===== src/rtl/pcpu_pkg.sv =====
// Shared definitions for the pcpu core and its memory arbiter: widths,
// opcodes, arbiter state and requester-port encodings.
package pcpu_pkg;

  localparam int unsigned ADDR_W       = 8;
  localparam int unsigned DATA_W       = 16;
  localparam int unsigned HOST_MAX_DEF = 4;

  // CPU opcodes (instruction bits [15:12])
  localparam logic [3:0] OP_NOP   = 4'h0;
  localparam logic [3:0] OP_HALT  = 4'h1;
  localparam logic [3:0] OP_LOAD  = 4'h2;
  localparam logic [3:0] OP_STORE = 4'h3;
  localparam logic [3:0] OP_ADD   = 4'h4;
  localparam logic [3:0] OP_SUB   = 4'h5;
  localparam logic [3:0] OP_AND   = 4'h6;
  localparam logic [3:0] OP_OR    = 4'h7;
  localparam logic [3:0] OP_JMP   = 4'h8;
  localparam logic [3:0] OP_BZ    = 4'h9;

  typedef enum logic {
    RUN   = 1'b0,
    SPLIT = 1'b1
  } state_e;

  typedef enum logic [1:0] {
    PORT_HOST = 2'd0,
    PORT_DATA = 2'd1,
    PORT_INST = 2'd2
  } port_e;

endpackage


===== src/rtl/pcpu_rd_hold.sv =====
// Per-port read return: passes RAM data through on the return cycle and
// holds the last returned word until that port's next read comes back.
module pcpu_rd_hold #(
  parameter int unsigned DW = 16
) (
  input  logic          clock,
  input  logic          reset,
  input  logic          valid,
  input  logic [DW-1:0] mem_rdata,
  output logic          rvalid,
  output logic [DW-1:0] rdata
);

  logic [DW-1:0] hold;

  always_ff @(posedge clock) begin
    if (!reset) begin
      hold <= '0;
    end else if (valid) begin
      hold <= mem_rdata;
    end
  end

  // Reset masks a return already in flight so nothing leaks out while held.
  always_comb begin
    rvalid = valid & reset;
    rdata  = hold;
    if (!reset) begin
      rdata = '0;
    end else if (valid) begin
      rdata = mem_rdata;
    end
  end

endmodule


===== src/rtl/pcpu_mem_arb.sv =====
// Single-port RAM arbiter for pcpu: host, CPU data and CPU fetch share one
// 1-cycle-latency RAM; cpu_enable freezes the pipeline when the CPU must wait.
module pcpu_mem_arb
  import pcpu_pkg::*;
#(
  parameter int unsigned AW       = ADDR_W,
  parameter int unsigned DW       = DATA_W,
  parameter int unsigned HOST_MAX = HOST_MAX_DEF
) (
  input  logic          clock,
  input  logic          reset,
  input  logic          host_req,
  input  logic          host_we,
  input  logic [AW-1:0] host_addr,
  input  logic [DW-1:0] host_wdata,
  output logic          host_gnt,
  output logic          host_rvalid,
  output logic [DW-1:0] host_rdata,
  input  logic          i_req,
  input  logic [AW-1:0] i_addr,
  output logic          i_gnt,
  output logic          i_rvalid,
  output logic [DW-1:0] i_rdata,
  input  logic          d_req,
  input  logic          d_we,
  input  logic [AW-1:0] d_addr,
  input  logic [DW-1:0] d_wdata,
  output logic          d_gnt,
  output logic          d_rvalid,
  output logic [DW-1:0] d_rdata,
  output logic          mem_en,
  output logic          mem_we,
  output logic [AW-1:0] mem_addr,
  output logic [DW-1:0] mem_wdata,
  input  logic [DW-1:0] mem_rdata,
  output logic          cpu_enable
);

  localparam int unsigned CW = $clog2(HOST_MAX + 1);

  state_e        state, state_nxt;
  logic [CW-1:0] host_cnt, cnt_nxt;
  logic          gnt_any;
  port_e         gnt_port;
  logic [2:0]    rd_tag;

  // Priority decode: owed fetch, then host (bounded), then CPU ports.
  always_comb begin
    gnt_any    = 1'b0;
    gnt_port   = PORT_HOST;
    cpu_enable = 1'b0;
    state_nxt  = state;
    cnt_nxt    = host_cnt;
    if (reset) begin
      if (state == SPLIT) begin
        gnt_any    = 1'b1;
        gnt_port   = PORT_INST;
        cpu_enable = 1'b1;
        state_nxt  = RUN;
      end else if (host_req && (host_cnt < CW'(HOST_MAX))) begin
        gnt_any  = 1'b1;
        gnt_port = PORT_HOST;
        cnt_nxt  = host_cnt + CW'(1);
      end else if (i_req && d_req) begin
        gnt_any   = 1'b1;
        gnt_port  = PORT_DATA;
        state_nxt = SPLIT;
      end else if (i_req) begin
        gnt_any    = 1'b1;
        gnt_port   = PORT_INST;
        cpu_enable = 1'b1;
      end else if (d_req) begin
        gnt_any    = 1'b1;
        gnt_port   = PORT_DATA;
        cpu_enable = 1'b1;
      end else begin
        cpu_enable = 1'b1;
      end
      if (cpu_enable || !host_req) begin
        cnt_nxt = '0;
      end
    end
  end

  always_comb begin
    host_gnt  = 1'b0;
    d_gnt     = 1'b0;
    i_gnt     = 1'b0;
    mem_en    = gnt_any;
    mem_we    = 1'b0;
    mem_addr  = '0;
    mem_wdata = '0;
    if (gnt_any) begin
      case (gnt_port)
        PORT_HOST: begin
          host_gnt  = 1'b1;
          mem_we    = host_we;
          mem_addr  = host_addr;
          mem_wdata = host_wdata;
        end
        PORT_DATA: begin
          d_gnt     = 1'b1;
          mem_we    = d_we;
          mem_addr  = d_addr;
          mem_wdata = d_wdata;
        end
        PORT_INST: begin
          i_gnt    = 1'b1;
          mem_addr = i_addr;
        end
        default: ;
      endcase
    end
  end

  // rd_tag bit per port marks which requester owns next cycle's RAM data.
  always_ff @(posedge clock) begin
    if (!reset) begin
      state    <= RUN;
      host_cnt <= '0;
      rd_tag   <= '0;
    end else begin
      state    <= state_nxt;
      host_cnt <= cnt_nxt;
      rd_tag   <= {i_gnt, d_gnt & ~d_we, host_gnt & ~host_we};
    end
  end

  pcpu_rd_hold #(.DW(DW)) u_host_hold (
    .clock(clock), .reset(reset), .valid(rd_tag[0]), .mem_rdata(mem_rdata),
    .rvalid(host_rvalid), .rdata(host_rdata)
  );

  pcpu_rd_hold #(.DW(DW)) u_data_hold (
    .clock(clock), .reset(reset), .valid(rd_tag[1]), .mem_rdata(mem_rdata),
    .rvalid(d_rvalid), .rdata(d_rdata)
  );

  pcpu_rd_hold #(.DW(DW)) u_inst_hold (
    .clock(clock), .reset(reset), .valid(rd_tag[2]), .mem_rdata(mem_rdata),
    .rvalid(i_rvalid), .rdata(i_rdata)
  );

endmodule


===== config.mk =====
export PLATFORM = sky130hd
export DESIGN_NAME = pcpu_mem_arb
export DESIGN_NICKNAME = d
export VERILOG_FILES = /design/src/rtl/pcpu_pkg.sv /design/src/rtl/pcpu_rd_hold.sv /design/src/rtl/pcpu_mem_arb.sv
export SDC_FILE = /design/constraint.sdc
export NUM_CORES = 1
export LEC_CHECK = 0
export ABC_AREA = 1
export CORE_UTILIZATION = 39
export CTS_BUF_LIST = sky130_fd_sc_hd__clkbuf_16
export DETAILED_ROUTE_END_ITERATION = 7
export PLACE_DENSITY = 0.85
export SYNTH_ARGS = -nofsm -noshare
export SYNTH_HDL_FRONTEND = slang
export SYNTH_SLANG_ARGS = --single-unit

===== constraint.sdc =====
create_clock -name clock -period 3.3 [get_ports clock]
set_input_delay 0.66 -clock clock [delete_from_list [all_inputs] [get_ports clock]]
set_output_delay 0.66 -clock clock [all_outputs]
set_load 0.01 [all_outputs]

==> results of run 1 <==
-- worst max-delay path by stage --
stage / to / slack (ns) / cells past startpoint
4_1_cts: mem_wdata[11] / 0.09 / 8
3_3_place_gp: mem_wdata[6] / 0.15 / 8
3_5_place_dp: mem_wdata[11] / 0.1 / 8
6_report: mem_addr[2] / 0.13 / 10
2_1_floorplan: mem_wdata[10] / 1.12 / 9
5_1_grt: mem_addr[1] / -0.002 / 10
-- metrics by stage --
| stage | setup slack, ns | instance area [sq um] | cells | setup TNS, ns | total power, uW |
|---|---|---|---|---|---|
| finish | 0.126 | 4340 | 607 | 0 | 1600 |
| global route | -0.00246 | 4340 | 607 | -0.00246 | 1670 |
| CTS | 0.0922 | 4330 | 606 | 0 | 1610 |
| detailed placement | 0.0959 | 4190 | 598 | 0 | 1110 |
| global placement | 0.154 | 4190 | 598 | 0 | 1100 |
| floorplan | 1.12 | 2520 | 371 | 0 | 867 |
-- sequential cells by signal, summed over array words and instances (netlist names) --
signal and cells:
u_data_hold.hold 16, u_host_hold.hold 16, u_inst_hold.hold 16, host_cnt 3, rd_tag 3, state 1
-- critical path, stage by stage --
cell and delay [ns]:
clkdlybuf4s50_1 0.45, inv_1 0.08, nor2_4 0.12, nand3_4 0.15, inv_4 0.22, nand2_1 0.08, nand2_1 0.08, nor2_1 0.05
nor2_1 0.08, clkdlybuf4s50_1 0.55
-- kinds of logic (layout without fill, tap and decap cells) --
family	Yosys count	count (layout)	synth area share, %
AO/OA/AOI/OAI	58	58	11.5
buffers and inverters	41	201	7.16
adder cells (fa/ha/maj)	1	1	0.497
AND/OR/NAND/NOR	216	217	37.1
flip-flops	55	55	43.7
-- what timing repair did --
action / 4_1_cts / 5_1_grt
gates resized for setup: 0 / 2
hold endpoints to repair: 0 / 0
buffers inserted: 0 / 0
setup endpoints to repair: 0 / 8
-- layout by cell type, fill, tap and decap left out --
master | netlist | layout
nand2_4 | 1 | 1
buf_4 | 1 | 11
nor3_1 | 1 | 1
inv_2 | 1 | 1
inv_4 | 1 | 1
nand4_1 | 8 | 8
dlymetal6s2s_1 | 0 | 1
nand3_1 | 9 | 9
dfxtp_1 | 55 | 55
nor2_4 | 2 | 3
nand3_4 | 3 | 3
clkbuf_16 | 0 | 5
nand2_2 | 3 | 3
a21oi_1 | 10 | 10
clkinv_4 | 0 | 1
nand2_1 | 62 | 62
or2_2 | 1 | 1
clkdlybuf4s50_1 | 0 | 157
buf_2 | 4 | 1
nor2_1 | 125 | 125
inv_1 | 21 | 22
ha_1 | 1 | 1
o21ai_0 | 48 | 48
clkinv_1 | 0 | 1
nand2_8 | 1 | 1
-- routing by layer --
layer	share of wire, %	vias to the layer above	wire length, um	global-route usage, %
li1	-	1490	-	-
met1	40	1342	3430	28.7
met2	47	127	4030	41.4
met3	10	19	868	8.24
met4	2.5	0	210	10.9
met5	0	-	0	0
-- final cells by class --
| type | count | share of cell area [%] |
|---|---|---|
| clock buffers | 5 | 2.88 |
| clock inverters | 3 | 0.374 |
| inverters | 23 | 2.04 |
| multi-input cells | 276 | 28.7 |
| flip-flops and latches | 55 | 25.3 |
| well taps | 75 | 2.16 |
| repair buffers | 170 | 38.5 |
-- power breakdown --
| part | total, uW | internal, uW | switching, uW |
|---|---|---|---|
| logic | 395 | 218 | 177 |
| registers | 703 | 695 | 7.70 |
| clock network | 502 | 277 | 224 |
| total | 1600 | 1190 | 409 |
==> flow_metrics.py, run 1 <==
metrics = {
    "synthesis": {
        "ys_types": 22,
        "synth_area_sq_mm": 0.00252,
        "netlist.area_leader.share_pct": 43.7,
        "synth_common_cells": "125 x nor2_1, 62 x nand2_1, 55 x dfxtp_1",
        "yosysSeqAreaShare_pct": 43.7,
        "yosysMostFrequentCell": "nor2_1",
        "synth_fp_nets": 451,
        "syn_avg_cell_area_sq_um": 6.79,
        "syn_inst": 371,
        "synth_edf_count": 0,
        "synth_flop_cell": "dfxtp_1",
        "postSynthRegisterBits": 55,
        "ys_warn_count": 0,
        "synth.area.top_cells": "dfxtp_1 44%, nor2_1 19%, o21ai_0 9.5%, nand2_1 9.2%, inv_1 3.1%",
        "yosysTopAreaCell": "dfxtp_1",
        "synth-async-reset-ratio_pct": 0,
    },
    "min_path": {
        "whs_path_depth": 2,
        "hp-start": "host_cnt[2]",
        "worstHoldEndpoint": "host_cnt[2]",
        "hold_path_class": "flip-flop to flip-flop",
    },
    "status": {
        "status": "finished clean",
    },
    "sta": {
        "fmax_ghz": 0.315,
        "skew_ns": 0.00537,
        "slew_violations": 0,
        "fin_crit_ns": 3.17,
        "slew_headroom_pct": 63.6,
        "grt_setup_unrepaired": "true",
        "finalHoldViolations": 0,
        "whs_ns": 0.478,
        "worst_pin_slew_ns": 0.545,
        "post-route-period-util_pct": 96.2,
        "setup_violations": 0,
    },
    "worst_setup_path": {
        "timing.rr.end": "u_data_hold.hold[4]",
        "rr_startpoint": "rd_tag[1]",
        "cp.required_ns": 2.64,
        "worstRegToRegCells": 4,
        "critPathArrivalTime_ns": 2.51,
        "path_max_fanout": 22,
        "critPathKind": "primary input to primary output",
        "critPathLaunch": "d_req",
        "critPathLaunchType": "primary input",
        "worst-r2r-setup-slack_ns": 2.01,
        "endpoint_kind": "primary output",
    },
    "pwr": {
        "power_density_mw_per_mm2": 368,
        "vdd_drop_max_v": 0.000300,
        "p_leak_uw": 0.00193,
    },
    "layout": {
        "final_util_pct": 71.7,
        "n_antenna_cell": 0,
        "layout-drive-gt1-share_pct": 6.02,
        "multi_input_area_sq_mm": 0.00125,
        "fin_nets": 611,
        "n_fill_cell": 496,
        "syn2layout_area_growth_pct": 72.6,
        "regArea_sq_mm": 0.00110,
    },
    "clock_tree": {
        "clockBufferDepth": 2,
        "cts_root_buf": "clkbuf_16",
        "cts_tree": "done",
        "cts.htree.levels": 2,
        "clk_latency_ns": 0.29,
        "clock_sinks": 55,
        "postCtsHoldBufs": 0,
        "clk_pin_slew_ns": 0.07,
        "cts_buffers": 5,
    },
    "global_route": {
        "grt_max_degree": 44,
        "grt_pass1_vias": 2763,
        "grt_overflow": 0,
        "track_usage_pct": 24.8,
        "grt_antenna_before_repair": 0,
        "grt_first_pass_wirelength_mm": 12.7,
    },
    "job": {
        "maxCapViolCount": 0,
    },
    "floorplanning": {
        "fp.dieW_um": 82.3,
        "core_sq_mm": 0.00606,
        "io_pins": 160,
        "fp.dieH_um": 82.3,
        "start_util_pct": 41.5,
        "fp-row-count": 28,
        "die_area_sq_mm": 0.00678,
    },
    "route": {
        "first_pass_iters": 6,
        "route.detailed.drc": 0,
        "vias": 2978,
        "avgViaCountPerCell": 4.91,
        "wl_mm": 8.54,
        "drt_first_iter_violations": 130,
        "ant_nets": 0,
        "wl_per_cell_um": 14.1,
    },
    "placed_design": {
        "dp_hpwl_mm": 6.29,
        "gp_congestion": 0.739,
        "port_buffers": 159,
    },
}
Power figures use the tool's default switching activity.
==> run 2, diff against run 1 <==
--- a/config.mk
+++ b/config.mk
@@ -5,11 +5,11 @@
 export SDC_FILE = /design/constraint.sdc
 export NUM_CORES = 1
 export LEC_CHECK = 0
-export ABC_AREA = 1
-export CORE_UTILIZATION = 39
+export CORE_UTILIZATION = 40
 export CTS_BUF_LIST = sky130_fd_sc_hd__clkbuf_16
 export DETAILED_ROUTE_END_ITERATION = 7
-export PLACE_DENSITY = 0.85
+export PLACE_DENSITY = 0.86
 export SYNTH_ARGS = -nofsm -noshare
 export SYNTH_HDL_FRONTEND = slang
+export SYNTH_HIERARCHICAL = 1
 export SYNTH_SLANG_ARGS = --single-unit
==> flow_metrics.py, run 2 <==
metrics = {
    "worst_setup_path": {
        "rr_startpoint": "host_cnt[2]",
        "path_max_fanout": 19,
        "critPathArrivalTime_ns": 2.61,
        "critPathLaunchType": "primary input",
        "worst-r2r-setup-slack_ns": 1.96,
        "timing.rr.end": "rd_tag[1]",
        "critPathCapture": "mem_wdata[13]",
        "critPathKind": "primary input to primary output",
        "cp.required_ns": 2.64,
        "critPathLaunch": "d_req",
        "endpoint_kind": "primary output",
        "worstRegToRegCells": 4,
    },
    "route": {
        "route.detailed.drc": 0,
        "wl_mm": 7.70,
        "wl_per_cell_um": 16.1,
        "avgViaCountPerCell": 5.09,
        "ant_nets": 0,
        "drt_first_iter_violations": 44,
        "first_pass_iters": 4,
        "vias": 2436,
    },
    "floorplanning": {
        "core_sq_mm": 0.00606,
        "fp-row-count": 28,
        "io_pins": 160,
        "start_util_pct": 42.2,
        "fp.dieW_um": 82,
        "die_area_sq_mm": 0.00672,
        "fp.dieH_um": 82,
    },
    "synthesis": {
        "synth_area_sq_mm": 0.00256,
        "synth.area.top_cells": "dfxtp_1 43%, mux2i_1 19%, nor2b_1 12%, a22o_1 5.8%, a32oi_1 2.7%",
        "netlist.area_leader.share_pct": 43.0,
        "synth-async-reset-ratio_pct": 0,
        "yosysMostFrequentCell": "dfxtp_1",
        "postSynthRegisterBits": 55,
        "yosysSeqAreaShare_pct": 43.0,
        "ys_warn_count": 6,
        "syn_inst": 241,
        "synth_common_cells": "55 x dfxtp_1, 50 x nor2b_1, 48 x mux2i_1",
        "ys_types": 31,
        "synth_fp_nets": 321,
        "synth_edf_count": 0,
        "synth_flop_cell": "dfxtp_1",
        "yosysTopAreaCell": "dfxtp_1",
        "syn_avg_cell_area_sq_um": 10.6,
    },
    "sta": {
        "post-route-period-util_pct": 99.0,
        "skew_ns": 0.00413,
        "grt_setup_unrepaired": "true",
        "worst_slack_ns": 0.0327,
        "slew_violations": 0,
        "finalHoldViolations": 0,
        "setup_violations": 0,
        "slew_headroom_pct": 73.4,
        "fmax_ghz": 0.306,
        "fin_crit_ns": 3.27,
        "worst_pin_slew_ns": 0.399,
    },
    "pwr": {
        "p_int_uw": 1170,
        "comb_power_share_pct": 21.6,
        "seq_power_share_pct": 44.8,
        "clkPwrFrac_pct": 33.6,
        "power_uw": 1540,
        "vdd_drop_max_v": 0.000305,
        "switching_power_uw": 370,
        "power_density_mw_per_mm2": 355,
        "switching_share_pct": 24.0,
        "p_leak_uw": 0.00156,
    },
    "global_route": {
        "grt_pass1_vias": 2391,
        "grt_overflow": 0,
        "grt_max_degree": 31,
        "track_usage_pct": 22.3,
        "grt_first_pass_wirelength_mm": 11.3,
        "grt_antenna_before_repair": 0,
    },
    "clock_tree": {
        "clockBufferDepth": 2,
        "postCtsHoldBufs": 0,
        "clk_latency_ns": 0.28,
        "clock_sinks": 55,
        "cts_buffers": 5,
        "cts_root_buf": "clkbuf_16",
        "cts.htree.levels": 2,
        "clk_pin_slew_ns": 0.07,
        "cts_tree": "done",
    },
    "placed_design": {
        "dp_hpwl_mm": 6.07,
        "port_buffers": 159,
        "dpl_cell_area_sq_mm": 0.00418,
        "post-place-ws_ns": 0.0116,
        "gp_congestion": 0.964,
    },
    "layout": {
        "n_fill_cell": 448,
        "layout-drive-gt1-share_pct": 7.67,
        "layout_commonest_cell": "clkdlybuf4s50_1",
        "fin_nets": 483,
        "n_antenna_cell": 0,
        "final_area_sq_mm": 0.00434,
        "syn2layout_area_growth_pct": 69.5,
        "final_cell_mix": "154 x clkdlybuf4s50_1, 55 x dfxtp_1, 50 x nor2b_1, 48 x mux2i_1, 17 x a22o_1",
        "reg.largest.list": "u_data_hold/hold: 16 flops, u_host_hold/hold: 16 flops, u_inst_hold/hold: 16 flops",
    },
    "job": {
        "maxCapViolCount": 0,
    },
    "status": {
        "status": "finished clean",
    },
    "min_path": {
        "hold_path_class": "flip-flop to flip-flop",
    },
}
## run 2: power groups by stage
stage	Clock [uW]	Combinational, uW	Sequential, uW
6_report	519	332	691
5_1_grt	563	355	692
4_1_cts	531	335	691
3_5_place_dp	0	334	706
3_3_place_gp	0	329	705
2_1_floorplan	0	132	702
## run 2: kinds of logic (layout without fill, tap and decap cells)
logic type,count (synthesis),in the layout,synth area share (%)
AOI/OAI and AO/OA,48,48,13.6
adders and majority gates,1,1,0.489
buffers and inverters,19,182,6.40
DFF,55,55,43.0
muxes,48,48,18.8
and+or+nand+nor,70,70,17.7
## run 2: worst min path at each step
stage	slack, ns	from	to	depth (start not counted)
finish	0.48	host_cnt[0]	host_cnt[0]	1
global route	0.52	host_cnt[0]	host_cnt[0]	1
CTS	0.48	host_cnt[0]	host_cnt[0]	1
detailed placement	0.47	host_cnt[0]	host_cnt[0]	1
global placement	0.46	host_cnt[0]	host_cnt[0]	1
floorplan	0.44	host_cnt[0]	host_cnt[0]	1
## run 2: repair_timing
action	in CTS	in global routing
gates resized for setup	0	4
setup endpoints to repair	0	25
setup buffers	0	0
## run 2: routing by layer
metal	track usage, %	share of wire (%)	up-vias
li1	-	-	1181
met1	24.5	39	1135
met2	41.7	52	106
met5	0	0	-
met3	6.22	7.4	14
met4	5.79	1.5	0
## run 2: worst max-delay path: stages
cell and delay (ns):
clkdlybuf4s50_1 0.53, inv_1 0.12, nor4b_4 0.30, buf_4 0.26, a22o_1 0.20, clkdlybuf4s50_1 0.54
## run 2: layout make-up
class                      count  area (sq um)  area share [%]
timing repair buffer         171          1690            38.9
multi-input combinational    167          1290            29.9
sequential                    55          1100            25.4
clock buffer                   5           125            2.88
tap                           75          93.8            2.16
clock inverter                 3          25.0           0.577
inverter                       3          11.3           0.260
## run 2: metrics by stage
stage,utilization [%],hold WS (ns),instances,setup TNS (ns)
after CTS,71.4,0.481,479,0
after floorplan,-,0.444,241,0
final,71.6,0.483,479,0
after global placement,68.9,0.458,471,0
after detailed placement,68.9,0.465,471,0
after global routing,71.6,0.523,479,-0.493
